### src/rtl/pc_sequencer.sv
// pc_sequencer: owns the fetch PC and picks the next fetch source each
// cycle (sequential, branch, jump, exception vector). Redirects that arrive
// while the front end cannot advance are parked in a one-entry buffer and
// applied on the next advancing edge. Every applied redirect emits a
// one-cycle flush to the IF/ID register.
//
// state     | meaning
// ----------+-----------------------------------------------------------
// ST_BOOT   | first cycle out of reset, no fetch issued
// ST_RUN    | normal fetch, pc advances when unstalled and memory ready
// ST_BUBBLE | cycle right after a redirect, fetch squashed

module pc_sequencer #(
   parameter logic [31:0] RESET_ADDR = 32'h0000_3000,
   parameter logic [31:0] EXC_VECTOR = 32'h0000_4180
) (
   input  logic        clk_i,
   input  logic        reset_n_i,
   input  logic        hazard_stall_i,
   input  logic        imem_ready_i,
   input  logic        br_taken_i,
   input  logic [31:0] br_target_i,
   input  logic        jmp_valid_i,
   input  logic [31:0] jmp_target_i,
   input  logic        exc_valid_i,
   output logic [31:0] pc_o,
   output logic [31:0] pc_plus4_o,
   output logic        fetch_valid_o,
   output logic        flush_o,
   output logic        redirect_pending_o
);

   typedef enum logic [1:0] {
      ST_BOOT   = 2'd0,
      ST_RUN    = 2'd1,
      ST_BUBBLE = 2'd2
   } state_e;

   state_e      state_q, state_d;
   logic [31:0] pc_q, pc_d;
   logic        pend_q, pend_d;
   logic [31:0] pend_addr_q, pend_addr_d;
   logic        flush_q, flush_d;
   logic        fetch_valid_q;

   logic        advance;
   logic        new_redirect;
   logic [31:0] new_target;

   assign advance      = (state_q == ST_RUN) && !hazard_stall_i && imem_ready_i;
   assign new_redirect = br_taken_i || jmp_valid_i;
   // Branch wins over a simultaneous jump; targets are forced word aligned.
   assign new_target   = br_taken_i ? {br_target_i[31:2], 2'b00}
                                    : {jmp_target_i[31:2], 2'b00};

   // Next-state: redirect priority exc > branch/jump > pending > sequential.
   always_comb begin
      state_d     = state_q;
      pc_d        = pc_q;
      pend_d      = pend_q;
      pend_addr_d = pend_addr_q;
      flush_d     = 1'b0;

      case (state_q)
         ST_BOOT:   state_d = ST_RUN;
         ST_BUBBLE: if (!hazard_stall_i) state_d = ST_RUN;
         ST_RUN:    state_d = ST_RUN;
         default:   state_d = ST_BOOT;
      endcase

      if (exc_valid_i) begin
         pc_d    = EXC_VECTOR;
         flush_d = 1'b1;
         pend_d  = 1'b0;
         state_d = ST_BUBBLE;
      end else if (new_redirect && advance) begin
         // A fresh redirect supersedes anything still parked.
         pc_d    = new_target;
         flush_d = 1'b1;
         pend_d  = 1'b0;
         state_d = ST_BUBBLE;
      end else if (new_redirect) begin
         pend_d      = 1'b1;
         pend_addr_d = new_target;
      end else if (advance && pend_q) begin
         pc_d    = pend_addr_q;
         flush_d = 1'b1;
         pend_d  = 1'b0;
         state_d = ST_BUBBLE;
      end else if (advance) begin
         pc_d = pc_q + 32'd4;
      end
   end

   // State and output registers; reset restarts the sequence from BOOT.
   always_ff @(posedge clk_i or negedge reset_n_i) begin
      if (!reset_n_i) begin
         state_q       <= ST_BOOT;
         pc_q          <= RESET_ADDR;
         pend_q        <= 1'b0;
         pend_addr_q   <= 32'd0;
         flush_q       <= 1'b0;
         fetch_valid_q <= 1'b0;
      end else begin
         state_q       <= state_d;
         pc_q          <= pc_d;
         pend_q        <= pend_d;
         pend_addr_q   <= pend_addr_d;
         flush_q       <= flush_d;
         fetch_valid_q <= (state_d == ST_RUN);
      end
   end

   assign pc_o               = pc_q;
   assign pc_plus4_o         = pc_q + 32'd4;
   assign fetch_valid_o      = fetch_valid_q;
   assign flush_o            = flush_q;
   assign redirect_pending_o = pend_q;

endmodule

### config.mk
export PLATFORM = sky130hd
export DESIGN_NAME = pc_sequencer
export DESIGN_NICKNAME = d
export VERILOG_FILES = /design/src/rtl/pc_sequencer.sv
export SDC_FILE = /design/constraint.sdc
export NUM_CORES = 1
export LEC_CHECK = 0
export ABC_AREA = 1
export CORE_MARGIN = 2
export CORE_UTILIZATION = 27
export DETAILED_ROUTE_END_ITERATION = 6
export SKIP_LAST_GASP = 1
export SYNTH_ARGS = -nofsm -noshare
export SYNTH_HDL_FRONTEND = slang
export SYNTH_SLANG_ARGS = --single-unit
### constraint.sdc
create_clock -name clk_i -period 3.3 [get_ports clk_i]
set_input_delay 0.99 -clock clk_i [delete_from_list [all_inputs] [get_ports clk_i]]
set_output_delay 0.99 -clock clk_i [all_outputs]
set_load 0.01 [all_outputs]
# --- Word-level counts from Yosys, hierarchy flattened ---
# Cells that the tools add are included.
totals:
  regBits: 69
  latch_bits: 0
  ramBits: 0
  mem_bits_ro: 0
  input_bits: 71
  output_inout_bits: 67
  elab_cells: 45
  memories: 0
op_classes:
  add_sub_neg: 1
  multipliers: 0
  n_div: 0
  n_lt_le_gt_ge: 0
  eq_ne: 4
  shift: 0
  n_mux: 20
  bitwise_logic: 2
  n_reduce_logical: 12
op_table:
  columns: ["cell", "n"]
  rows:
  - ["32-bit 2-to-1 mux", 6]
  - ["32-bit by 3-bit adder with 32-bit output (second input constant)", 1]
  - ["2-bit 2-to-1 mux", 5]
  - ["1-bit 2-to-1 mux", 8]
  - ["4-bit nonzero test", 2]
  - ["2-bit by 1-bit equality test with 1-bit output (second input constant)", 2]
  - ["1-bit logical AND", 4]
  - ["2-bit one-hot mux with 2 select lines", 1]
  - ["3-bit by 2-bit inequality test with 1-bit output (second input constant)", 1]
  - ["3-bit AND reduction", 1]
  - ["2-bit equality test (second input constant)", 1]
  - ["2-bit logical NOT", 1]
  - ["1-bit NOT", 2]
  - ["2-bit AND reduction", 1]
  - ["2-bit OR reduction", 1]
  - ["1-bit logical NOT", 1]
  - ["1-bit logical OR", 1]

# --- Depth between registers and ports, before layout ---
# Gate-level depths: netlist of the first run.
logic_depth:
  word_depth: 9
  ltp_mapped: 12
  ltp_nobuf: 12

# --- Worst setup path after synthesis of the first run ---
# Ideal clock, no wire load.
synth_timing:
  kind: "register -> output"
  start: "register pc_q[3] (netlist: pc_o[3])"
  end: "output port pc_plus4_o[22]"
  t_arrival_ps: 1383
  required_ps: 2310
  path_slack_ps: 927
  stages_incl_launch_ff: 8
  path_buffers: 0
  cell_sequence: "dfrtp_1 -> ha_1 -> nand2_2 -> nor2_8 -> nand2_4 -> nor2_8 -> nand3_1 -> and2_1"
synth_via:
  elab_chain_cells: 1
synth_rtl:
  columns: ["item", "line_no", "text"]
  rows:
  - ["start: declaration", "40", "logic [31:0] pc_q, pc_d;"]
  - ["start signal: assignment", "106", "pc_q <= pc_d;"]
  - ["32-bit by 3-bit adder with 32-bit output", "115", "assign pc_plus4_o = pc_q + 32'd4;"]
  - ["end: declaration", "27", "output logic [31:0] pc_plus4_o,"]
# Every way passes these cells.

# --- Worst setup path after layout of the first run ---
layout_timing:
  start: "register pc_q[2] (netlist: pc_o[2])"
  end: "output port pc_plus4_o[10]"
# Same word-level chain as after synthesis.

==> summary.md, run 1 <==
| Metric | Value |
|---|---|
| Status | `finished, final reports clean` |
| DR iter-0 viols | `232` |
| PortBufs | `129` |
| Yosys warns | `0` |
| Critical Path Fanout Max | `6` |
| GR Util All Layers | `17.2%` |
| WL final | `14.7 mm` |
| R2R setup slack | `1.49 ns` |
| Worst-path clk slew | `0.06 ns` |
| Post-synth cell types | `33` |
| Number of global-route vias before repair | `4,527` |
| I/O Pins | `138` |
| Hold Path Class | `reg -> reg` |
| Placed cell count | `1,022` |
| Nets | `890` |
| Critical Path End Type | `primary output` |
| #FFs+latches synth | `65` |
| Layout cells sized above 1 | `9.36%` |
| Worst slew pin tran | `0.915 ns` |
| DR vias | `4,638` |
| ANT nets after route | `0` |
| Synth top area cells | `dfrtp_1 (35%), nand2_1 (26%), inv_1 (4.9%)` |
| Antenna cells | `0` |
| Post-detail-place hpwl | `10.8 mm` |
| Height of the die | `133 um` |
| Max_slew headroom | `38.9%` |
| Critical Path Source | `pc_o[2]$_DFFE_PN0P_` |
| WS Path Type | `reg -> out` |
| Crit share post-route | `96.1%` |
| Reg2reg end | `pc_o[15]$_DFFE_PN0P_` |
| Power per cell area | `353 nW/um2` |
| Fin. Hold Viols | `0` |
| Cell Rows | `47` |
| Routability cong. | `0.847` |
| WL/cell | `14.0 um` |
| TritonCTS clock tree | `done` |
| H-tree levels | `3` |
| Setup ws final | `0.129 ns` |
| Setup TNS | `0 ns` |
| Post-synth EDFFs | `0` |
| Worst Hold Endpoint | `pend_addr_q[4]$_DFFE_PN0P_` |
| First-pass GRT wire length | `23.9 mm` |
| Min cycle time layout | `3.17 ns` |
| Max Freq | `315 MHz` |
| CP Launch Type | `flip-flop` |
| Synth top area share | `35.0%` |
| Synth Flop Type | `dfrtp_1` |
| Final Max Slew Viols | `0` |
| DR DRC count | `0` |
| Ys async rst share | `100%` |
| Die area | `17,700 um2` |
| Cell area after synthesis | `4500 um2` |
| Layout Cells excl Fill | `1,043` |
| Starting Density | `27.3%` |
| Yosys top cell by area | `dfrtp_1` |
| Clock Path Buffers | `2` |
| Root Driver | `clkbuf_16` |
| Req. time, crit path | `2.31 ns` |
| Worst EP arrival | `2.18 ns` |
| Leak pwr | `3.30 nW` |
| CTS buffer count | `9` |
| Setup violations, final | `0` |
| Syn avg cell area | `6.53 um2` |
| Cell Area, Placed | `6020 um2` |
| Worst R2R Start | `state_q[0]$_DFF_PN0_` |
| Congestion Overflow GR | `0` |
| Worst slack at placement | `0.333 ns` |
| Hold path startpoint | `pend_addr_q[4]$_DFFE_PN0P_` |
| Via/cell ratio | `4.45` |
| Hold Crit Depth | `2` |
| CTS sink count | `65` |
| Worst clock skew | `0.00517 ns` |
| Chip width | `133 um` |
| Final instance area | `6440 um2` |
| # Max-Cap Violations | `0` |
| Core ar. | `16,500 um2` |
| Largest net degree at the start of global routing | `40` |
| Worst r2r path cells | `8` |
| Syn Inst Count | `689` |
| Synthesis-to-layout area growth | `43.1%` |
| Initial DRT Pass Iterations | `4` |
| Initial antenna violation count | `0` |
| Peak supply drop | `0.000227 V` |
| Unrepaired setup endpoints after global routing | `false` |
| CTS Hold Bufs | `0` |
| Seq/Total Area, Yosys | `36.2%` |
| Clock latency on the worst-skew pair | `0.33 ns` |
[critical path: stages, from the launching register on]
cell             delay, ns
dfrtp_1               0.39
ha_2                  0.22
nand2_2               0.09
nor2_8                0.15
nand2_4               0.14
xnor2_1               0.27
clkdlybuf4s50_1       0.59
[stage by stage]
stage / hold slack (ns) / power [W] / utilization [%]
4_1_cts: 0.488 / 0.00230 / 38.7
6_report: 0.486 / 0.00228 / 39.1
3_5_place_dp: 0.474 / 0.00118 / 36.5
5_1_grt: 0.500 / 0.00238 / 39.1
3_3_place_gp: 0.462 / 0.00117 / 36.5
2_1_floorplan: 0.449 / 0.00103 / -
[worst max path at each step]
stage | end | slack [ns] | depth (start not counted)
floorplan | pc_plus4_o[22] | 0.93 | 7
global placement | pc_plus4_o[22] | 0.35 | 9
detailed placement | pc_plus4_o[22] | 0.33 | 9
CTS | pc_plus4_o[22] | 0.005 | 9
global route | pc_plus4_o[18] | 0.007 | 8
finish | pc_plus4_o[10] | 0.13 | 6
[kinds of logic after synthesis]
group,synth area share [%]
AO/OA/AOI/OAI,11.6
XOR/XNOR,1.36
adder cells (fa/ha/maj),0.278
buffers and inverters,8.70
flip-flops,36.2
multiplexers,0.667
other,0.0833
AND/OR/NAND/NOR,41.1
[cells in the mapped netlist, types with 6 or more instances]
cell / count
nand2_1: 317
dfrtp_1: 63
inv_1: 59
nor2_1: 40
o21ai_0: 36
a21oi_1: 35
nand3_1: 23
buf_2: 13
nand2_2: 12
clkbuf_1: 9
buf_4: 8
o21ai_1: 8
nand3b_1: 7
nor2_4: 7
a31oi_1: 6
o21a_1: 6
[sequential cells by signal, summed over array words and instances, names as in the netlist]
| signal | flops |
|---|---|
| redirect_pending_o | 1 |
| pend_addr_q | 30 |
| state_q | 2 |
| pc_o | 30 |
| flush_o | 1 |
| fetch_valid_o | 1 |
[cell usage in the layout, fill, tap and decap left out, types with 3 or more instances in the layout]
cell type and count:
a21oi_1 35, a22oi_1 3, a31oi_1 6, and2_1 3, buf_4 16, bufinv_16 3
clkbuf_16 9, clkdlybuf4s50_1 117, conb_1 4, dfrtp_1 61, dlymetal6s2s_1 11, inv_1 59
mux2i_1 3, nand2_1 317, nand2_2 12, nand3_1 23, nand3b_1 7, nor2_1 35
nor2_2 10, nor2_4 7, nor2_8 4, o211ai_1 3, o21a_1 6, o21ai_0 34
o21ai_1 10, xor2_1 5
[cell type report]
| class | instances | area, um2 |
|---|---|---|
| sequential | 65 | 1630 |
| inverter | 61 | 229 |
| clock inverter | 5 | 103 |
| clock buffer | 11 | 243 |
| timing repair buffer | 146 | 1450 |
| fill | 1736 | 10000 |
| multi-input combinational | 535 | 2510 |
| tap | 220 | 275 |
[metal layers]
metal,vias up,global-route usage [%],part of all wire (%)
li1,2398,-,-
met1,2100,23.5,47
met2,125,26.6,46
met3,15,3.69,5.6
met4,0,6.68,1.6
met5,-,0,0
[what timing repair did]
| item | 4_1_cts | 5_1_grt |
|---|---|---|
| resized for setup | 0 | 20 |
| setup endpoints to repair | 1 | 18 |
| setup buffers | 1 | 4 |
| pin swaps | 0 | 2 |
[report_power, final]
part / internal (W) / total (W) / switching, W
sequential: 0.000855 / 0.000882 / 0.0000272
clock: 0.000757 / 0.00112 / 0.000358
combinational: 0.000133 / 0.000279 / 0.000147
total: 0.00174 / 0.00228 / 0.000532
Power figures use the tool's default switching activity.
==> run 2: changes to the inputs <==
- ABC_CLOCK_PERIOD_IN_PS: not set -> 3300
- CORE_ASPECT_RATIO: not set -> 0.6
- SKIP_LAST_GASP: 1 -> not set
==> run 2 against run 1 <==
Compared with the run above: maximum frequency decreased by 0.54%; clock-buffer cell count rose by 1; clock power is 13% lower; core utilization rose by 0.63 points; setup slack worse by 0.017 ns; sequential share of layout area about the same; highest routed layer unchanged; non-clock buffer count rose by 2; largest cell class unchanged; register-to-register slack lost 0.02 ns.
==> summary.md, run 2 (synthesis results as in run 1) <==
| Metric | Value |
|---|---|
| Layout cells sized above 1 | `9.95%` |
| I/O Pins | `138` |
| Starting Density | `27.7%` |
| Utilization after layout | `39.8%` |
| ANT nets after route | `0` |
| Reg2reg end | `pc_o[11]$_DFFE_PN0P_` |
| Req. time, crit path | `2.31 ns` |
| CTS Hold Bufs | `0` |
| Leak pwr | `3.27 nW` |
| CTS sink count | `65` |
| Max_slew headroom | `38.1%` |
| WL final | `15.2 mm` |
| Routability cong. | `0.841` |
| Peak supply drop | `0.000206 V` |
| Commonest non-fill, non-tap cells in the layout | `nand2_1 (317), clkdlybuf4s50_1 (119), inv_1 (59), dfrtp_1 (59)` |
| Unrepaired setup endpoints after global routing | `true` |
| Number of global-route vias before repair | `4,582` |
| Worst EP arrival | `2.20 ns` |
| Setup violations, final | `0` |
| H-tree levels | `3` |
| Worst slew pin tran | `0.927 ns` |
| Cell Rows | `36` |
| Worst setup path end | `pc_plus4_o[28]` |
| DR iter-0 viols | `316` |
| Initial antenna violation count | `0` |
| Most common cell after layout, fill and taps aside | `nand2_1` |
| WL/cell | `14.5 um` |
| Critical Path Fanout Max | `6` |
| Critical Path End Type | `primary output` |
| Min cycle time layout | `3.19 ns` |
| Worst r2r path cells | `8` |
| Worst-path clk slew | `0.05 ns` |
| Worst R2R Start | `state_q[0]$_DFF_PN0_` |
| Status | `finished, final reports clean` |
| Core ar. | `16,300 um2` |
| Initial DRT Pass Iterations | `5` |
| Synthesis-to-layout area growth | `43.6%` |
| GR Util All Layers | `18.1%` |
| DR DRC count | `0` |
| CTS buffer count | `9` |
| Clock Path Buffers | `2` |
| Power per cell area | `331 nW/um2` |
| Clock latency on the worst-skew pair | `0.34 ns` |
| Root Driver | `clkbuf_16` |
| Nets | `892` |
| Max Freq | `314 MHz` |
| Congestion Overflow GR | `0` |
| Worst clock skew | `0.00548 ns` |
| Final instance area | `6460 um2` |
| Post-detail-place hpwl | `11.6 mm` |
| Die area | `17,800 um2` |
| Fin. Hold Viols | `0` |
| CP Launch Type | `flip-flop` |
| Final Max Slew Viols | `0` |
| Antenna cells | `0` |
| First-pass GRT wire length | `25.1 mm` |
| TritonCTS clock tree | `done` |
| WS Path Type | `reg -> out` |
| Hold Path Class | `reg -> reg` |
| # Max-Cap Violations | `0` |
| Cell Area, Placed | `6050 um2` |
| Height of the die | `104 um` |
| R2R setup slack | `1.47 ns` |
| Largest net degree at the start of global routing | `45` |
| Crit share post-route | `96.6%` |
| Chip width | `171 um` |
| DR vias | `4,672` |
| Via/cell ratio | `4.44` |
| PortBufs | `129` |
| Critical Path Source | `pc_o[2]$_DFFE_PN0P_` |
==> run 2: area by class of cell <==
| cell class | instances | area (um2) |
|---|---|---|
| clock buffer | 12 | 256 |
| clock inverter | 3 | 40.0 |
| fill | 1744 | 9800 |
| inverter | 61 | 229 |
| multi-input combinational | 535 | 2530 |
| sequential | 65 | 1630 |
| tap | 228 | 285 |
| timing repair buffer | 148 | 1490 |
==> run 2: critical path: stages (launching register included) <==
cell and delay, ns:
dfrtp_1 0.37, ha_2 0.20, nand2_2 0.09, nor2_8 0.20
nand2_8 0.11, nor2_4 0.13, nand3_1 0.09, nand2_1 0.11
clkdlybuf4s50_1 0.55
==> run 2: worst min-delay path by stage <==
stage | to | slack [ns] | from | cells past startpoint
after floorplan | pend_addr_q[3]$_DFFE_PN0P_ | 0.45 | pend_addr_q[3]$_DFFE_PN0P_ | 2
after global placement | pend_addr_q[3]$_DFFE_PN0P_ | 0.47 | pend_addr_q[3]$_DFFE_PN0P_ | 2
after detailed placement | pend_addr_q[4]$_DFFE_PN0P_ | 0.47 | pend_addr_q[4]$_DFFE_PN0P_ | 2
after CTS | pend_addr_q[3]$_DFFE_PN0P_ | 0.49 | pend_addr_q[3]$_DFFE_PN0P_ | 2
after global routing | pend_addr_q[7]$_DFFE_PN0P_ | 0.50 | pend_addr_q[7]$_DFFE_PN0P_ | 2
final | pend_addr_q[3]$_DFFE_PN0P_ | 0.48 | pend_addr_q[3]$_DFFE_PN0P_ | 2
==> run 2: timing repair <==
action	4_1_cts	5_1_grt
setup endpoints to repair	1	17
pin swaps	0	2
gates resized for setup	1	23
buffers inserted	2	5
==> run 2: where the power goes <==
part	internal [W]	switching, W	total (W)
logic	0.000133	0.000151	0.000284
registers	0.000855	0.0000266	0.000881
clock network	0.000619	0.000357	0.000976
total	0.00161	0.000535	0.00214
==> run 2: metal layers <==
| layer | vias up | global-route usage, % | wire, um |
|---|---|---|---|
| li1 | 2411 | - | - |
| met1 | 2120 | 27.8 | 8250 |
| met2 | 131 | 25.4 | 5850 |
| met3 | 10 | 4.95 | 1000 |
| met4 | 0 | 2.75 | 95 |
| met5 | - | 0 | 0 |
==> run 2: per-stage QoR <==
| step | setup WS (ns) | setup TNS, ns | power [W] | cells | hold WS, ns |
|---|---|---|---|---|---|
| after floorplan | 0.927 | 0 | 0.00103 | 692 | 0.449 |
| after global placement | 0.331 | 0 | 0.00118 | 1030 | 0.466 |
| after detailed placement | 0.334 | 0 | 0.00118 | 1030 | 0.474 |
| after CTS | 0.0150 | 0 | 0.00216 | 1047 | 0.487 |
| after global routing | -0.00552 | -0.00577 | 0.00224 | 1052 | 0.503 |
| final | 0.112 | 0 | 0.00214 | 1052 | 0.479 |
==> run 3: changes to the inputs <==
- ABC_CLOCK_PERIOD_IN_PS: 3300 -> 2900
- CORE_ASPECT_RATIO: 0.6 -> 0.5
- clock period: 3.3 -> 2.9 ns (I/O delays scaled with it)
==> run 3 against run 2 <==
Compared with the run above: via count down 0.15%; die area is 0.16% higher; sequential power is 14% higher; cell count grew 0.67%; global-route usage is 0.98 points lower; register-to-register slack got worse by 0.24 ns; critical path type unchanged; largest power group is now sequential cells.
==> summary.md, run 3 (synthesis results as in run 1) <==
| Metric | Value |
|---|---|
| TritonCTS clock tree | `done` |
| First-pass GRT wire length | `23.6 mm` |
| Synthesis-to-layout area growth | `43.5%` |
| Hold Crit Depth | `2` |
| Most common cell after layout, fill and taps aside | `nand2_1` |
| Final Power | `0.00232 W` |
| Final Max Slew Viols | `0` |
| CP Launch Type | `flip-flop` |
| Reg2reg end | `pc_o[23]$_DFFE_PN0P_` |
| DR vias | `4,665` |
| Core ar. | `16,400 um2` |
| GR Util All Layers | `17.1%` |
| Utilization after layout | `39.5%` |
| Cell Rows | `33` |
| Initial DRT Pass Iterations | `5` |
| # Max-Cap Violations | `0` |
| CTS buffer count | `9` |
| I/O Pins | `138` |
| DR iter-0 viols | `319` |
| Layout cells sized above 1 | `11.7%` |
| WL final | `14.7 mm` |
| Req. time, crit path | `2.03 ns` |
| Critical Path Source | `pc_o[2]$_DFFE_PN0P_` |
| Congestion Overflow GR | `0` |
| GR met3 Demand/Resource | `3.17%` |
| Hold Path Class | `reg -> reg` |
| Routability cong. | `0.859` |
| GR peak layer | `met2` |
| Hold path startpoint | `pend_addr_q[4]$_DFFE_PN0P_` |
| Via/cell ratio | `4.41` |
| Worst EP arrival | `1.94 ns` |
| Met2 GRT Util | `29.2%` |
| ANT nets after route | `0` |
| Worst-path clk slew | `0.06 ns` |
| Post-detail-place hpwl | `10.9 mm` |
| CTS sink count | `65` |
| Chip width | `187 um` |
| Antenna cells | `0` |
| CTS Hold Bufs | `0` |
| Critical Path Fanout Max | `4` |
| Peak supply drop | `0.000278 V` |
| H-tree levels | `3` |
| Height of the die | `95.3 um` |
| Worst slew pin tran | `0.618 ns` |
| Worst R2R Start | `pc_o[2]$_DFFE_PN0P_` |
| Met1 GRT Util | `22.4%` |
| Initial antenna violation count | `0` |
| Clock Path Buffers | `2` |
| Number of global-route vias before repair | `4,507` |
| Die area | `17,800 um2` |
| PortBufs | `129` |
| Largest net degree at the start of global routing | `53` |
| Setup TNS | `0 ns` |
| Status | `finished, final reports clean` |
| Root Driver | `clkbuf_16` |
| Max Freq | `355 MHz` |
| Clock latency on the worst-skew pair | `0.34 ns` |
| WL/cell | `13.9 um` |
| Worst clock skew | `0.00882 ns` |
| Worst r2r path cells | `12` |
| Power per cell area | `359 nW/um2` |
| Commonest non-fill, non-tap cells in the layout | `nand2_1 (315), clkdlybuf4s50_1 (101), dfrtp_1 (60), inv_1 (58), a21oi_1 (35)` |
| Min Hold Slack | `0.478 ns` |
| Min cycle time layout | `2.81 ns` |
| Setup violations, final | `0` |
| WS Path Type | `reg -> out` |
| Crit share post-route | `97.0%` |
| DR DRC count | `0` |
| Nets | `899` |
| R2R setup slack | `1.23 ns` |
| Critical Path End Type | `primary output` |
| Unrepaired setup endpoints after global routing | `true` |
| Starting Density | `27.5%` |
| Worst Hold Endpoint | `pend_addr_q[4]$_DFFE_PN0P_` |
| Max_slew headroom | `58.8%` |
| Fin. Hold Viols | `0` |
| Leak pwr | `3.23 nW` |
## run 3: cell count changes in the layout (fill, tap and decap cells not counted), sizes merged
cell           delta
buf               +7
clkdlybuf4s15     +2
clkinvlp          +4
bufinv            -1
clkbuf            +2
dlygate4sd2      +19
clkdlybuf4s50    -18
dlymetal6s2s      -6
inv               -1
## run 3: timing repair
| item | CTS | global route |
|---|---|---|
| hold endpoints to repair | 0 | 0 |
| setup endpoints to repair | 24 | 16 |
| setup buffers | 4 | 1 |
| pin swaps | 5 | 3 |
| resized for setup | 32 | 26 |
## run 3: final cells by class
type                       count  area [um2]
sequential                    65        1630
fill                        1728        9890
clock inverter                 5        32.5
timing repair buffer         155        1490
tap                          227         284
inverter                      61         233
clock buffer                  11         233
multi-input combinational    535        2560
## run 3: worst max-delay path by stage
stage	endpoint	slack [ns]	cells after the start
finish	pc_plus4_o[24]	0.09	9
global route	pc_plus4_o[24]	-0.06	8
CTS	pc_plus4_o[5]	-0.01	6
detailed placement	pc_plus4_o[31]	0.11	7
global placement	pc_plus4_o[31]	0.11	7
floorplan	pc_plus4_o[22]	0.65	7
## run 3: power breakdown
group / internal, W / switching, W / total [W] / leakage [nW]
clock: 0.000575 / 0.000416 / 0.000991 / 0.122
sequential: 0.000972 / 0.0000307 / 0.00100 / 0.817
combinational: 0.000154 / 0.000171 / 0.000326 / 2.29
total: 0.00170 / 0.000618 / 0.00232 / 3.23
## run 3: stage by stage
| step | instance area (um2) | setup WS (ns) | cells |
|---|---|---|---|
| finish | 6460 | 0.0860 | 1059 |
| global route | 6460 | -0.0632 | 1059 |
| CTS | 6410 | -0.0104 | 1058 |
| detailed placement | 6120 | 0.107 | 1038 |
| global placement | 6120 | 0.110 | 1038 |
| floorplan | 4510 | 0.647 | 692 |
## run 3: routing by layer
| metal | up-vias | part of all wire [%] |
|---|---|---|
| met5 | - | 0 |
| met4 | 0 | 1.7 |
| met3 | 18 | 3.9 |
| met2 | 108 | 46 |
| met1 | 2118 | 48 |
| li1 | 2421 | - |
## run 3: critical path: stages, from the launching register on
cell and delay (ns):
dfrtp_1 0.35, ha_2 0.20, nand2_2 0.09, nor2_8 0.17
nand2_2 0.13, nor2_4 0.15, nand2_1 0.06, nand2_1 0.05
nand2_1 0.10, dlygate4sd2_1 0.30
